`src/rtl/quadrature_position_counter.sv`:
```
// quadrature_position_counter
// Decodes a mechanical quadrature rotary encoder (channels A/B) into a
// debounced, saturating position value. Also emits one-cycle Up, Down and
// Error pulses. Size and Signed must match the downstream display driver.
module quadrature_position_counter #(
  parameter int    Size           = 4,
  parameter string Signed         = "Yes",
  parameter int    DebounceCycles = 10000,
  parameter int    StepsPerDetent = 4
) (
  input  logic            Clock,
  input  logic            Reset,
  input  logic            A,
  input  logic            B,
  input  logic            Clear,
  output logic [Size-1:0] Data,
  output logic            Up,
  output logic            Down,
  output logic            Error
);

  localparam bit IS_SIGNED = (Signed == "Yes");
  localparam int CNT_W     = (DebounceCycles > 1) ? $clog2(DebounceCycles) : 1;

  // Last count value before a pending change is accepted.
  localparam logic [CNT_W-1:0] DB_LAST = CNT_W'(DebounceCycles - 1);

  localparam logic signed [3:0] SPD_POS = 4'(StepsPerDetent);
  localparam logic signed [3:0] SPD_NEG = -SPD_POS;

  localparam logic [Size-1:0] DATA_MAX = IS_SIGNED ? {1'b0, {(Size-1){1'b1}}} : {Size{1'b1}};
  localparam logic [Size-1:0] DATA_MIN = IS_SIGNED ? {1'b1, {(Size-1){1'b0}}} : {Size{1'b0}};

  // Reject illegal parameterisations at elaboration time.
  if (!(StepsPerDetent == 1 || StepsPerDetent == 2 || StepsPerDetent == 4)) begin : g_bad_steps
    $error("quadrature_position_counter: StepsPerDetent must be 1, 2 or 4");
  end
  if (!(Signed == "Yes" || Signed == "No")) begin : g_bad_signed
    $error("quadrature_position_counter: Signed must be \"Yes\" or \"No\"");
  end
  if (DebounceCycles < 1) begin : g_bad_debounce
    $error("quadrature_position_counter: DebounceCycles must be at least 1");
  end

  typedef enum logic {
    ST_INIT,
    ST_RUN
  } state_e;

  // Channel bit order everywhere is {A, B}.
  logic [1:0]            sync1_q, sync1_d;
  logic [1:0]            sync2_q, sync2_d;
  logic [1:0]            filt_q, filt_d;
  logic [1:0][CNT_W-1:0] db_cnt_q, db_cnt_d;
  logic [CNT_W-1:0]      init_cnt_q, init_cnt_d;
  state_e                state_q, state_d;
  logic [1:0]            prev_q, prev_d;
  logic signed [3:0]     acc_q, acc_d;
  logic [Size-1:0]       data_q, data_d;
  logic                  up_q, up_d;
  logic                  down_q, down_d;
  logic                  error_q, error_d;

  logic                  pins_settled;
  logic                  step_cw, step_ccw;
  logic                  inc_req, dec_req;
  logic signed [3:0]     acc_next;

  // Forward (+1) Gray sequence 00 -> 01 -> 11 -> 10 -> 00.
  function automatic logic [1:0] cw_next(input logic [1:0] s);
    case (s)
      2'b00:   return 2'b01;
      2'b01:   return 2'b11;
      2'b11:   return 2'b10;
      default: return 2'b00;
    endcase
  endfunction

  // Nothing in flight: both sync stages and the filtered value agree.
  assign pins_settled = (sync1_q == sync2_q) && (sync2_q == filt_q);

  // Synchroniser and per-channel debounce filter.
  always_comb begin
    // NOTE: every variable written here gets a default first, so no path can infer a latch.
    sync1_d  = {A, B};
    sync2_d  = sync1_q;
    filt_d   = filt_q;
    db_cnt_d = '0;
    for (int ch = 0; ch < 2; ch++) begin
      if (sync2_q[ch] != filt_q[ch]) begin
        if (db_cnt_q[ch] == DB_LAST) begin
          filt_d[ch] = sync2_q[ch];
        end else begin
          db_cnt_d[ch] = db_cnt_q[ch] + 1'b1;
        end
      end
    end
  end

  // Decoder FSM: wait for settled inputs, then classify each filtered transition.
  always_comb begin
    state_d    = state_q;
    init_cnt_d = init_cnt_q;
    prev_d     = prev_q;
    step_cw    = 1'b0;
    step_ccw   = 1'b0;
    error_d    = 1'b0;
    unique case (state_q)
      ST_INIT: begin
        if (pins_settled) begin
          if (init_cnt_q == DB_LAST) begin
            state_d    = ST_RUN;
            prev_d     = filt_q;
            init_cnt_d = '0;
          end else begin
            init_cnt_d = init_cnt_q + 1'b1;
          end
        end else begin
          init_cnt_d = '0;
        end
      end
      ST_RUN: begin
        prev_d = filt_q;
        if (filt_q != prev_q) begin
          if (filt_q == ~prev_q) begin
            error_d = 1'b1;
          end else if (filt_q == cw_next(prev_q)) begin
            step_cw = 1'b1;
          end else begin
            step_ccw = 1'b1;
          end
        end
      end
      default: state_d = ST_INIT;
    endcase
  end

  // Detent accumulator and saturating position update; Clear wins over a step.
  always_comb begin
    inc_req  = 1'b0;
    dec_req  = 1'b0;
    acc_next = acc_q;
    if (step_cw) begin
      acc_next = acc_q + 4'sd1;
    end else if (step_ccw) begin
      acc_next = acc_q - 4'sd1;
    end
    if (acc_next == SPD_POS) begin
      inc_req  = 1'b1;
      acc_next = '0;
    end else if (acc_next == SPD_NEG) begin
      dec_req  = 1'b1;
      acc_next = '0;
    end

    acc_d  = acc_next;
    data_d = data_q;
    up_d   = 1'b0;
    down_d = 1'b0;
    if (Clear) begin
      data_d = '0;
      acc_d  = '0;
    end else if (inc_req) begin
      if (data_q != DATA_MAX) begin
        data_d = data_q + 1'b1;
        up_d   = 1'b1;
      end
    end else if (dec_req) begin
      if (data_q != DATA_MIN) begin
        data_d = data_q - 1'b1;
        down_d = 1'b1;
      end
    end
  end

  // All state registers; Reset is synchronous and overrides every other input.
  always_ff @(posedge Clock) begin
    // NOTE: sequential state uses non-blocking assignments so every flop samples pre-edge values.
    if (Reset) begin
      sync1_q    <= '0;
      sync2_q    <= '0;
      filt_q     <= '0;
      db_cnt_q   <= '0;
      init_cnt_q <= '0;
      state_q    <= ST_INIT;
      prev_q     <= '0;
      acc_q      <= '0;
      data_q     <= '0;
      up_q       <= 1'b0;
      down_q     <= 1'b0;
      error_q    <= 1'b0;
    end else begin
      sync1_q    <= sync1_d;
      sync2_q    <= sync2_d;
      filt_q     <= filt_d;
      db_cnt_q   <= db_cnt_d;
      init_cnt_q <= init_cnt_d;
      state_q    <= state_d;
      prev_q     <= prev_d;
      acc_q      <= acc_d;
      data_q     <= data_d;
      up_q       <= up_d;
      down_q     <= down_d;
      error_q    <= error_d;
    end
  end

  assign Data  = data_q;
  assign Up    = up_q;
  assign Down  = down_q;
  assign Error = error_q;

endmodule
```
`config.mk`:
```
export PLATFORM = sky130hd
export DESIGN_NAME = quadrature_position_counter
export DESIGN_NICKNAME = d
export VERILOG_FILES = /design/src/rtl/quadrature_position_counter.sv
export SDC_FILE = /design/constraint.sdc
export NUM_CORES = 1
export LEC_CHECK = 0
export ABC_AREA = 1
export ABC_CLOCK_PERIOD_IN_PS = 3010
export CAP_MARGIN = 20
export CORE_MARGIN = 3
export CORE_UTILIZATION = 63
export CTS_BUF_LIST = sky130_fd_sc_hd__clkbuf_2 sky130_fd_sc_hd__clkbuf_4 sky130_fd_sc_hd__clkbuf_8
export CTS_CLUSTER_SIZE = 25
export DETAILED_ROUTE_END_ITERATION = 7
export GPL_TIMING_DRIVEN = 0
export PLACE_DENSITY = 0.79
export SLEW_MARGIN = 20
export SYNTH_ARGS = -nofsm -noshare
export SYNTH_HDL_FRONTEND = slang
export SYNTH_SLANG_ARGS = --single-unit
```
`constraint.sdc`:
```
create_clock -name Clock -period 3.01 [get_ports Clock]
set_input_delay 0.301 -clock Clock [delete_from_list [all_inputs] [get_ports Clock]]
set_output_delay 0.301 -clock Clock [all_outputs]
set_load 0.005 [all_outputs]
```
---- Yosys cells after proc, flatten, opt, wreduce, memory -nomap -nowiden ----
Index checks and enable logic that the tools add are counted.
storage, ports and cells
  register bits ........................... 62
  bits in latches ......................... 0
  bits in writable memories ............... 0
  memory bits (read-only) ................. 0
  input bits .............................. 5
  output and inout bits ................... 7
  word-level logic and storage cells ...... 94
  memories ................................ 0
cells by class
  add/sub/neg operators ................... 7
  multiply operators ...................... 0
  div/mod/pow operators ................... 0
  $lt $le $gt $ge ......................... 0
  equality and inequality tests ........... 19
  shift operators ......................... 0
  multiplexer cells ....................... 32
  bitwise logic cells ..................... 7
  reductions and logical operators ........ 15
operators by type and width
  operator               number
  $add 14x1->14 const B  3
  $eq 14x14->1 const B   3
  $mux 14                2
  $mux 4                 6
  $mux 1                 17
  $reduce_or 3->1        4
  $mux 2                 5
  $eq 2x2->1             4
  $reduce_or 4->1        2
  $not 1->1              6
  $pmux 2 s3             1
  $reduce_and 2->1       3
  $add 4x1->4 const B    1
  $add 4x2->4 const B    1
  $eq 4x3->1 const B     1
  $eq 4x4->1 const B     1
  $ne 2x2->1 const B     2
  $ne 4x3->1 const B     1
  $ne 4x4->1 const B     1
  $pmux 2 s2             1
  $reduce_bool 2->1      2
  $sub 4x1->4 const B    1
  $sub 4x2->4 const B    1
  $reduce_and 3->1       1
  9 further kinds        10

---- Longest topological paths before layout ----
Gate-level depths: netlist of the first run.
  depth after elaboration ................. 17
  gate-level depth with buffers ........... 22
  depth with buffers taken out ............ 21

---- Worst setup path before layout of the first run ----
Ideal clock, no wire load.
  path kind ............................... register to register
  start ................................... reg acc_q[0]
  end ..................................... reg data_q[3], in the netlist Data[3]
  library setup time ...................... 114 ps
  arrival ................................. 2269 ps
  data required time ...................... 2896 ps
  slack ................................... 627 ps
  stages on the path, launching flop included .. 19
  buffers on the path ..................... 0
  clock period less this slack ............ 2383 ps
  cells stage by stage .................... dfxtp_1 -> inv_1 -> ha_1 -> xnor2_1 -> nand2_2 -> nand2_1 -> a21oi_1 -> nand3_1 -> ha_1 -> nand2_1 -> nand2_1 -> a31oi_1 -> inv_1 -> nand3_1 -> nand2_1 -> nand2_2 -> nand2_1 -> nand2_1 -> nor2_2
on the way
  longest elaborated chain between the ends .. 8
  elaborated cells between the ends (all ways) .. 14
  those cells by class .................... 2 x add/sub; 3 x eq/ne; 6 x mux; 3 x reduce/logical
ends and longest elaborated chain
  element                             RTL line  RTL
  from (decl)                         58        logic signed [3:0] acc_q, acc_d;
  from (signal assigned)              187       acc_q <= '0;
  from (signal assigned)              200       acc_q <= acc_d;
  $sub 4x2->4                         146       acc_next = acc_q - 4'sd1;
  $mux 4                              145       end else if (step_ccw) begin
  $mux 4 (*)                          143       if (step_cw) begin
  $eq 4x3->1                          151       end else if (acc_next == SPD_NEG) begin
  $mux 1                              151
  $mux 1                              148       if (acc_next == SPD_POS) begin
  $reduce_bool 2->1 (no source line)  n/a
  $reduce_and 3->1 (no source line)   n/a
  to (signal assigned)                201       data_q <= data_d;
  to (decl)                           59        logic [Size-1:0] data_q, data_d;
Every way passes the cells marked *; elsewhere a longest branch is shown, timed or not.
A chain may end at the register's enable or synchronous reset.

---- Worst setup path in the final report of the first run ----
Ends and elaborated chain as after synthesis.

==> results, run 1 <==
- IR analysis of the VDD net gives a maximum drop of 380.0 uV.
- The transition time at the pin with the least slew margin is 0.5629 ns.
- Sequential cells account for 52.6% of the total power.
- From synthesis to final layout, the design area changed by 12.18%.
- Derived from the worst setup path, the maximum achievable clock frequency is 365.3 MHz.
- Counting flops with an async set or reset pin after synthesis yields a share of 0%.
- The number of sinks on the clock net is 62.
- Setup violations remaining at the end of the flow were counted as 0.
- The root cell of the clock tree is sky130_fd_sc_hd__clkbuf_8.
- The number of nets in the synthesized netlist is 421.
- The count of buffers inserted at the top-level ports is 10.
- The path class of the tightest hold or removal check is primary input to register.
- The max-capacitance violation count is 0.
- The endpoint type of the worst setup path is a register.
- Wire segments on met2 add up to 2.525 mm in the final route.
- The most critical setup path has its startpoint at acc_q[0]$_SDFF_PP0_.
- The maximum fanout count along the critical path is 4.
- The internal power contribution is 1.247 mW.
- The final layout contains routed wiring with a total length of 5.470 mm.
- The post-synthesis cell area is 0.003082 mm2.
- Setup repair after global routing left no endpoint under its margin.
- The leakage power summed over all cells is 1.302 nW.
- After detailed routing, the met3 layer carries 211 um of wire.
- The final max-slew violation count came to 0.
- The top-level I/O count is 12.
- The critical path ends at Data[3]$_SDFFE_PP0P_.
- Routability-driven placement finished with a final weighted congestion of 0.8000.
- The buffers inserted during post-CTS setup optimization is 0.
- The number of standard cells in the final layout excluding fillers is 499.
- Yosys mapped a number of flops with a built-in enable equal to 0.
- Counting I/O delays and the setup requirement, the final critical path takes 2.738 ns.
- The pre-antenna-repair detailed-routing pass consisted of 4 iterations.
- The all-layer global routing usage is 20.47%.
- The worst path required time is 3.24 ns.
- The most prevalent standard cell on the critical path is sky130_fd_sc_hd__nand2_1.
- The placed wire-length estimate is 4.089 mm.
- Clock-pin slew was measured on the worst setup and hold paths at 0.06 ns.
- The critical path data arrival time is 2.97 ns.
- The worst setup path is of the register to register kind.
- The destination of the worst register-to-register timing path is Data[3]$_SDFFE_PP0P_.
- For this design the ratio of total power to cell area is 456.3 mW/mm2.
- The slowest stage of the critical path belongs to the cell sky130_fd_sc_hd__dfxtp_1.
- The number of global-route vias before repair is 2395.
- Counting the buffers created by CTS gives 9.
- The residual antenna-violating net count after detailed routing is 0.
- On the worst path, the slowest cell contributes a delay of 0.38 ns.
- Counting cells, the worst reg-to-reg path comes to 18.
- The routed layout has 2529 vias.
- The most used flip-flop cell after synthesis is sky130_fd_sc_hd__dfxtp_1.
- The first routing iteration left 136 violations.
- In this run the critical register-to-register path is launched from acc_q[0]$_SDFF_PP0_.
- The switching power total is 0.3307 mW.
- The post-cts repair resize count is 0.
- The critical path goes through inv_1, ha_1, xnor2_1, nand2_2, nand2_1, a21oi_1, nand3_1, ha_1, nand2_1, nand2_1, a31oi_1, inv_1, nand3_1, nand2_1, nand2_2, nand2_1, nand2_1, nor2_2.
- Dividing the final minimum period by the clock period gives 90.96%.
- The detailed router put a total of 2.618 mm of wire on met1.
- The flow ran to the end, and the final reports show no timing, DRC or antenna violations.
- The kind of cell adding the most delay to the critical path is simple AND/OR/NAND/NOR gates.
- The source-to-sink clock delay at the later pin of the worst-skew pair is 0.34 ns.
- The number of warnings printed during yosys synthesis is 0.
- The number of instances in the synthesized netlist is 408.
- The starting density of the core is 67.96%.
- The die covers 0.005767 mm2.
- The post-detailed-route wirelength per cell is 10.96 um.
- The floorplan step set the die height to 75.94 um.
- In this run the standard cell core region covers 0.004534 mm2.
- The number of hold violations in the final report is 0.
- In this run the core area contains 24 standard-cell rows.
- The number of antenna cells inserted is 0.
- After detailed routing, the number of remaining DRC violations is 0.
- Counting tap cells, the placed design contains a total of 483 instances.
- The H-tree depth reported by CTS is 3.
- The sequential share of the synthesized area is 40.28%.
- The horizontal extent of the die is 75.94 um.
- Per report_power, the clock group accounts for 45.1% of the total.
- Once layout is complete, the utilization of the core stands at 76.24%.
- Between clock sinks in the finished design, the worst skew comes to 0.008925 ns.
- The total overflow left after global routing is 0.
- The TritonCTS clock tree is built.
- Summing internal, switching and leakage power gives 1.577 mW.
- In this run, synthesis produced a sequential element count of 62.
- The worst setup path is launched from a register.
- Routed signal wires occupy layers up through met4.
- The slack of the worst reg-to-reg path is 0.27 ns.
- In this run switching power makes up 20.96% of total power.
- Measured against its own limit, the worst slew margin works out to 61.50%.
- The initial antenna violation count was 0.
- In the routed layout, each cell is associated on average with a via count of 5.068.
- The total buffers and inverters traversed by the critical path is 2.
- The maximum root-to-sink buffer count is 2.
- The largest net degree at the start of global routing is 11.
- The mean post-synth cell area is 7.553 um2.
- The net count reported at finish is 442.
- The number of buffers inserted for hold repair after clock tree synthesis is 0.
- Per report_power, the combinational group accounts for 2.3% of the total.
- The first global-routing pass estimated 9.701 mm of wire.
- The post-route netlist has 13.13% of its cells at a drive strength greater than 1.
- The number of distinct library cell variants in the gate-level netlist after synthesis is 40.
- The number of cells on the critical path is 18.
- Summed over all failing endpoints, the final setup total negative slack is 0 ns.
==> per-layer routing <==
metal,vias up,global-route usage (%)
met4,0,7.428
met5,-,0
met2,37,35.11
met1,1130,23.64
li1,1347,-
met3,15,7.109
==> cells by family (layout without fill, tap and decap cells) <==
logic type	count (synthesis)	in the layout	synth area share, %
AND/OR/NAND/NOR	204	204	33.41
flip-flops	62	62	40.28
buffers and inverters	69	95	8.811
adder cells (fa/ha/maj)	8	8	3.492
AO/OA/AOI/OAI	43	43	7.755
XOR/XNOR	22	22	6.252
==> per-stage QoR <==
step | setup WS, ns | cell area (um2) | hold slack [ns]
floorplan | 0.6271 | 3082 | 0.4080
global placement | 0.3898 | 3263 | 0.4220
detailed placement | 0.3544 | 3263 | 0.4250
CTS | 0.2591 | 3457 | 0.3497
global route | 0.03304 | 3457 | 0.3796
finish | 0.2722 | 3457 | 0.3485
==> sequential cells by signal, summed over array words and instances, names as in the netlist <==
register / cells
sync1_q: 2
prev_q: 2
filt_q: 2
Error: 1
acc_q: 4
state_q: 1
Down: 1
Data: 4
sync2_q: 2
Up: 1
db_cnt_q: 28
init_cnt_q: 14
==> power groups by stage <==
stage / combinational, mW / sequential [mW] / clock (mW)
4_1_cts: 0.0367 / 0.830 / 0.726
3_5_place_dp: 0.0365 / 0.848 / 0
2_1_floorplan: 0.0256 / 0.847 / 0
6_report: 0.0364 / 0.830 / 0.711
3_3_place_gp: 0.0359 / 0.848 / 0
5_1_grt: 0.0409 / 0.830 / 0.764
==> worst min-delay path by stage <==
stage | startpoint | end | slack (ns) | cells past startpoint
floorplan | B | sync1_q[0]$_SDFF_PP0_ | 0.41 | 2
global placement | sync1_q[1]$_SDFF_PP0_ | sync2_q[1]$_SDFF_PP0_ | 0.42 | 2
detailed placement | sync1_q[1]$_SDFF_PP0_ | sync2_q[1]$_SDFF_PP0_ | 0.42 | 2
CTS | Reset | sync1_q[0]$_SDFF_PP0_ | 0.35 | 2
global route | Reset | sync1_q[1]$_SDFF_PP0_ | 0.38 | 2
finish | Reset | sync1_q[0]$_SDFF_PP0_ | 0.35 | 2
==> cell usage after synthesis (3+ instances only) <==
master / instances / area share (%)
sky130_fd_sc_hd__nand4_1: 8 / 1.6
sky130_fd_sc_hd__ha_1: 7 / 2.8
sky130_fd_sc_hd__clkbuf_1: 3 / 0.37
sky130_fd_sc_hd__nor2_2: 3 / 0.61
sky130_fd_sc_hd__nand3_2: 4 / 1.3
sky130_fd_sc_hd__nand2_4: 6 / 2.2
sky130_fd_sc_hd__xnor2_1: 4 / 1.1
sky130_fd_sc_hd__o21ai_1: 3 / 0.49
sky130_fd_sc_hd__nor4_1: 7 / 1.4
sky130_fd_sc_hd__nand2_1: 65 / 7.9
sky130_fd_sc_hd__xor2_1: 18 / 5.1
sky130_fd_sc_hd__nor3_1: 8 / 1.3
sky130_fd_sc_hd__o21ai_0: 7 / 1.1
sky130_fd_sc_hd__a21oi_1: 24 / 3.9
sky130_fd_sc_hd__nand3_1: 19 / 3.1
sky130_fd_sc_hd__nand2_2: 8 / 1.6
sky130_fd_sc_hd__nor2_1: 60 / 7.3
sky130_fd_sc_hd__inv_2: 10 / 1.2
sky130_fd_sc_hd__nor3b_1: 7 / 1.7
sky130_fd_sc_hd__inv_1: 52 / 6.3
sky130_fd_sc_hd__dfxtp_1: 62 / 40
==> final cells by class <==
| class | count | area (um2) |
|---|---|---|
| buffer | 6 | 32.53 |
| clock inverter | 4 | 47.55 |
| tap | 65 | 81.33 |
| fill | 344 | 1077 |
| timing repair buffer | 10 | 100.1 |
| multi-input combinational | 277 | 1569 |
| inverter | 63 | 239.0 |
| clock buffer | 12 | 146.4 |
| sequential | 62 | 1241 |
==> cell usage in the layout (no fill, tap or decap), drive strengths merged <==
master         Yosys  routed
nand2             79      79
nor2              65      65
inv               63      63
dfxtp             62      62
a21oi             24      24
nand3             24      24
xor2              18      18
clkbuf             3      15
clkdlybuf4s50      0      10
o21ai             10      10
nor3               9       9
nand4              8       8
nor4               8       8
nor3b              8       8
ha                 7       7
xnor2              4       4
buf                3       3
o31ai              2       2
and3               2       2
a211oi             2       2
clkinv             0       2
a31oi              1       1
a2111oi            1       1
or2                1       1
o21bai             1       1
o41ai              1       1
o21a               1       1
fa                 1       1
clkinvlp           0       1
bufinv             0       1
==> worst reg2reg max path: stages (launching register included) <==
cell and delay (ns):
sky130_fd_sc_hd__dfxtp_1 0.38, sky130_fd_sc_hd__inv_1 0.11, sky130_fd_sc_hd__ha_1 0.23, sky130_fd_sc_hd__xnor2_1 0.13, sky130_fd_sc_hd__nand2_2 0.07, sky130_fd_sc_hd__nand2_1 0.08
sky130_fd_sc_hd__a21oi_1 0.28, sky130_fd_sc_hd__nand3_1 0.22, sky130_fd_sc_hd__ha_1 0.38, sky130_fd_sc_hd__nand2_1 0.07, sky130_fd_sc_hd__nand2_1 0.05, sky130_fd_sc_hd__a31oi_1 0.19
sky130_fd_sc_hd__inv_1 0.07, sky130_fd_sc_hd__nand3_1 0.08, sky130_fd_sc_hd__nand2_1 0.07, sky130_fd_sc_hd__nand2_2 0.06, sky130_fd_sc_hd__nand2_1 0.05, sky130_fd_sc_hd__nand2_1 0.07
sky130_fd_sc_hd__nor2_2 0.03
(Power assumes the default switching activity.)
==> inputs of run 2 (changes only) <==
- CORE_ASPECT_RATIO: not set -> 1.1
- PLACE_DENSITY: 0.79 -> 0.88
==> run 2 against run 1 <==
  * Maximum frequency decreased by 0.30%
  * Via count increased by 2.1%
  * Worst hold slack improved by 0.022 ns
  * Die area about the same
  * Combinational power is 4% higher
  * Sequential power is essentially flat
  * Register-to-register slack about the same
  * Flip-flop and latch count is the same
  * Critical endpoint unchanged
  * First-iteration DRC count rose by 52%
  * Highest routed layer unchanged
  * Cell area decreased by 0.76%
==> results, run 2 (synthesized netlist as in run 1, its figures left out) <==
- Outcome: complete, no violations (unchanged).
- The residual antenna-violating net count after detailed routing is 0 (unchanged).
- The peak supply drop is 361.5 uV (was 380.0 uV).
- The maximum fanout count along the critical path was 4 (unchanged).
- The source-to-sink clock delay at the later pin of the worst-skew pair is 0.34 ns (about the same).
- The start point of the critical path is acc_q[0]$_SDFF_PP0_ (unchanged).
- The minimum period implied by the final worst setup slack is 2.746 ns (was 2.738 ns).
- The final estimated routing congestion in global placement came to 0.8314 (was 0.8000).
- The number of antenna cells inserted came to 0 (unchanged).
- The final max-slew violation count is 0 (unchanged).
- The number of buffers inserted for hold repair after clock tree synthesis was 0 (unchanged).
- The slack of the worst reg-to-reg path is 0.26 ns (was 0.27 ns).
- The horizontal extent of the die is 72.69 um (was 75.94 um).
- The root cell of the clock tree was sky130_fd_sc_hd__clkbuf_8 (unchanged).
- The starting density of the core is 65.79% (was 67.96%).
- The register area was 0.001241 mm2 (unchanged).
- The die outline height is 79.36 um (was 75.94 um).
- The endpoint type of the worst setup path is a register (unchanged).
- The post-route standard cell area excluding fillers was 0.003431 mm2 (was 0.003457 mm2).
- The hold slack is 0.3709 ns (was 0.3485 ns).
- Registers with the most flip-flops: db_cnt_q: 28 flops, init_cnt_q: 14 flops (unchanged).
- The type of the most critical hold path is primary input to register (unchanged).
- The number of cell rows is 26 (was 24).
- The register ranked first by flip-flop count is db_cnt_q (unchanged).
- The startpoint class of the critical path is a register (unchanged).
- The areal power density over the cells is 446.3 mW/mm2 (was 456.3 mW/mm2).
- The ratio of final minimum period to clock period is 91.23% (was 90.96%).
- The most frequent standard cell in the layout excluding fill and tap cells was sky130_fd_sc_hd__nand2_1 (unchanged).
- The layout overhead on the synthesized area came to 11.33% (was 12.18%).
- The timing-limited maximum frequency is 364.1 MHz (was 365.3 MHz).
- The count of final setup violators is 0 (unchanged).
- The initial antenna violation count is 0 (unchanged).
- The max-capacitance violation count came to 0 (unchanged).
- The footprint of the multi-input gates is 0.001569 mm2 (unchanged).
- The depth of the worst register-to-register path was 18 (unchanged).
- The post-CTS clock slew at the launch and capture registers of the worst setup and hold paths was 0.06 ns (about the same).
- The number of instances on the worst hold path is 2 (unchanged).
- Setup repair after global routing missed its margin: false (unchanged).
- The net count reported at finish is 442 (unchanged).
- The H-tree depth reported by CTS is 3 (unchanged).
- The post-detailed-route wirelength per cell was 11.88 um (was 10.96 um).
- The total vias in the final route was 2581 (was 2529).
- The post-detailed-route via-to-cell ratio is 5.278 (was 5.068).
- The global route total overflow is 0 (unchanged).
- The number of fill cells is 365 (was 344).
- The placed wire-length estimate is 4.070 mm (was 4.089 mm).
- The length of the first detailed-routing pass in iterations is 4 (unchanged).
- The wire length after detailed routing is 5.808 mm (was 5.470 mm).
- The number of sinks on the clock net is 62 (unchanged).
- The number of hold violations in the final report is 0 (unchanged).
- The post-cts repair resize count is 0 (unchanged).
- Most frequent cells in the layout: sky130_fd_sc_hd__nand2_1 (65), sky130_fd_sc_hd__dfxtp_1 (62), sky130_fd_sc_hd__nor2_1 (60), sky130_fd_sc_hd__inv_1 (52), sky130_fd_sc_hd__a21oi_1 (24) (unchanged).
- The critical path data arrival time is 2.98 ns (was 2.97 ns).
- The largest net degree at the start of global routing is 11 (unchanged).
- The full die area is 0.005768 mm2 (was 0.005767 mm2).
- The remaining routing DRC violations was 0 (unchanged).
- The share of post-route cells with drive strength above 1 was 12.93% (was 13.13%).
- The type of the setup path with the least slack is register to register (unchanged).
- The TritonCTS clock tree is built (unchanged).
- The all-layer global routing usage is 22.57% (was 20.47%).
- The reg-to-reg critical path startpoint is acc_q[0]$_SDFF_PP0_ (unchanged).
- The number of global-route vias before repair was 2479 (was 2395).
- The placed instance count came to 474 (was 483).
- The worst path required time came to 3.24 ns (about the same).
- The number of flip-flops under the largest register name came to 28 (unchanged).
- The final total power was 1.531 mW (was 1.577 mW).
- The final worst clock skew is 0.003390 ns (was 0.008925 ns).
- The destination of the critical timing path is Data[3]$_SDFFE_PP0P_ (unchanged).
- The number of buffers added by the clock tree synthesis step came to 9 (unchanged).
- The buffers inserted during post-CTS setup optimization is 0 (unchanged).
- The leakage power summed over all cells came to 1.298 nW (was 1.302 nW).
- The count of buffers inserted at the top-level ports came to 10 (unchanged).
- The destination of the worst register-to-register timing path is Data[3]$_SDFFE_PP0P_ (unchanged).
- The core area is 0.004684 mm2 (was 0.004534 mm2).
- The setup total negative slack is 0 ns (unchanged).
- The transition time at the pin with the least slew margin is 0.4890 ns (was 0.5629 ns).
- The number of standard cells in the final layout excluding fillers is 489 (was 499).
- The maximum root-to-sink buffer count was 2 (unchanged).
- The top-level I/O count is 12 (unchanged).
- The worst slew margin relative to its limit is 67.40% (was 61.50%).
- The iteration-0 DRC count of the detailed router was 207 (was 136).
- The global-route wire length before repair is 10.25 mm (was 9.701 mm).
- The area after detailed placement is 0.003252 mm2 (was 0.003263 mm2).
## run 2: how the worst min path moves through the flow
stage | start | to
3_5_place_dp | sync1_q[1]$_SDFF_PP0_ | sync2_q[1]$_SDFF_PP0_
2_1_floorplan | B | sync1_q[0]$_SDFF_PP0_
5_1_grt | Reset | sync1_q[0]$_SDFF_PP0_
4_1_cts | Reset | sync1_q[0]$_SDFF_PP0_
6_report | Reset | sync1_q[0]$_SDFF_PP0_
3_3_place_gp | sync1_q[1]$_SDFF_PP0_ | sync2_q[1]$_SDFF_PP0_
## run 2: cell type report
type,instances,share of cell area [%]
plain buffers,6,0.9482
clock buffers,14,5.069
clock inverters,1,0.1459
inverters,63,6.966
multi-input cells,277,45.73
flip-flops and latches,62,36.18
well taps,56,2.042
repair buffers,10,2.918
## run 2: through the flow
stage               util, %  setup slack (ns)
global route          73.24          0.001483
global placement      69.42            0.3960
floorplan                 -            0.6271
CTS                   73.24            0.2406
finish                73.24            0.2639
detailed placement    69.42            0.3365
## run 2: power breakdown
part / switching [mW] / total [mW] / internal (mW)
clock: 0.297 / 0.663 / 0.366
combinational: 0.0237 / 0.0379 / 0.0142
sequential: 0.00434 / 0.830 / 0.826
## run 2: layer usage
layer	track usage [%]	vias to the layer above	routed length, um
met5	0	-	0
met4	11.07	0	119
met3	5.570	14	177
met2	37.55	51	2908
met1	26.76	1171	2604
li1	-	1345	-
## run 2: critical path: stages, from the launching register on
cell                      delay (ns)
sky130_fd_sc_hd__dfxtp_1        0.41
sky130_fd_sc_hd__inv_1          0.12
sky130_fd_sc_hd__ha_1           0.23
sky130_fd_sc_hd__xnor2_1        0.14
sky130_fd_sc_hd__nand2_2        0.08
sky130_fd_sc_hd__nand2_1        0.06
sky130_fd_sc_hd__a21oi_1        0.27
sky130_fd_sc_hd__nand3_1        0.22
sky130_fd_sc_hd__ha_1           0.37
sky130_fd_sc_hd__nand2_1        0.07
sky130_fd_sc_hd__nand2_1        0.04
sky130_fd_sc_hd__a31oi_1        0.18
sky130_fd_sc_hd__inv_1          0.06
sky130_fd_sc_hd__nand3_1        0.08
sky130_fd_sc_hd__nand2_1        0.07
sky130_fd_sc_hd__nand2_2        0.06
sky130_fd_sc_hd__nand2_1        0.05
sky130_fd_sc_hd__nand2_1        0.09
sky130_fd_sc_hd__nor2_2         0.05
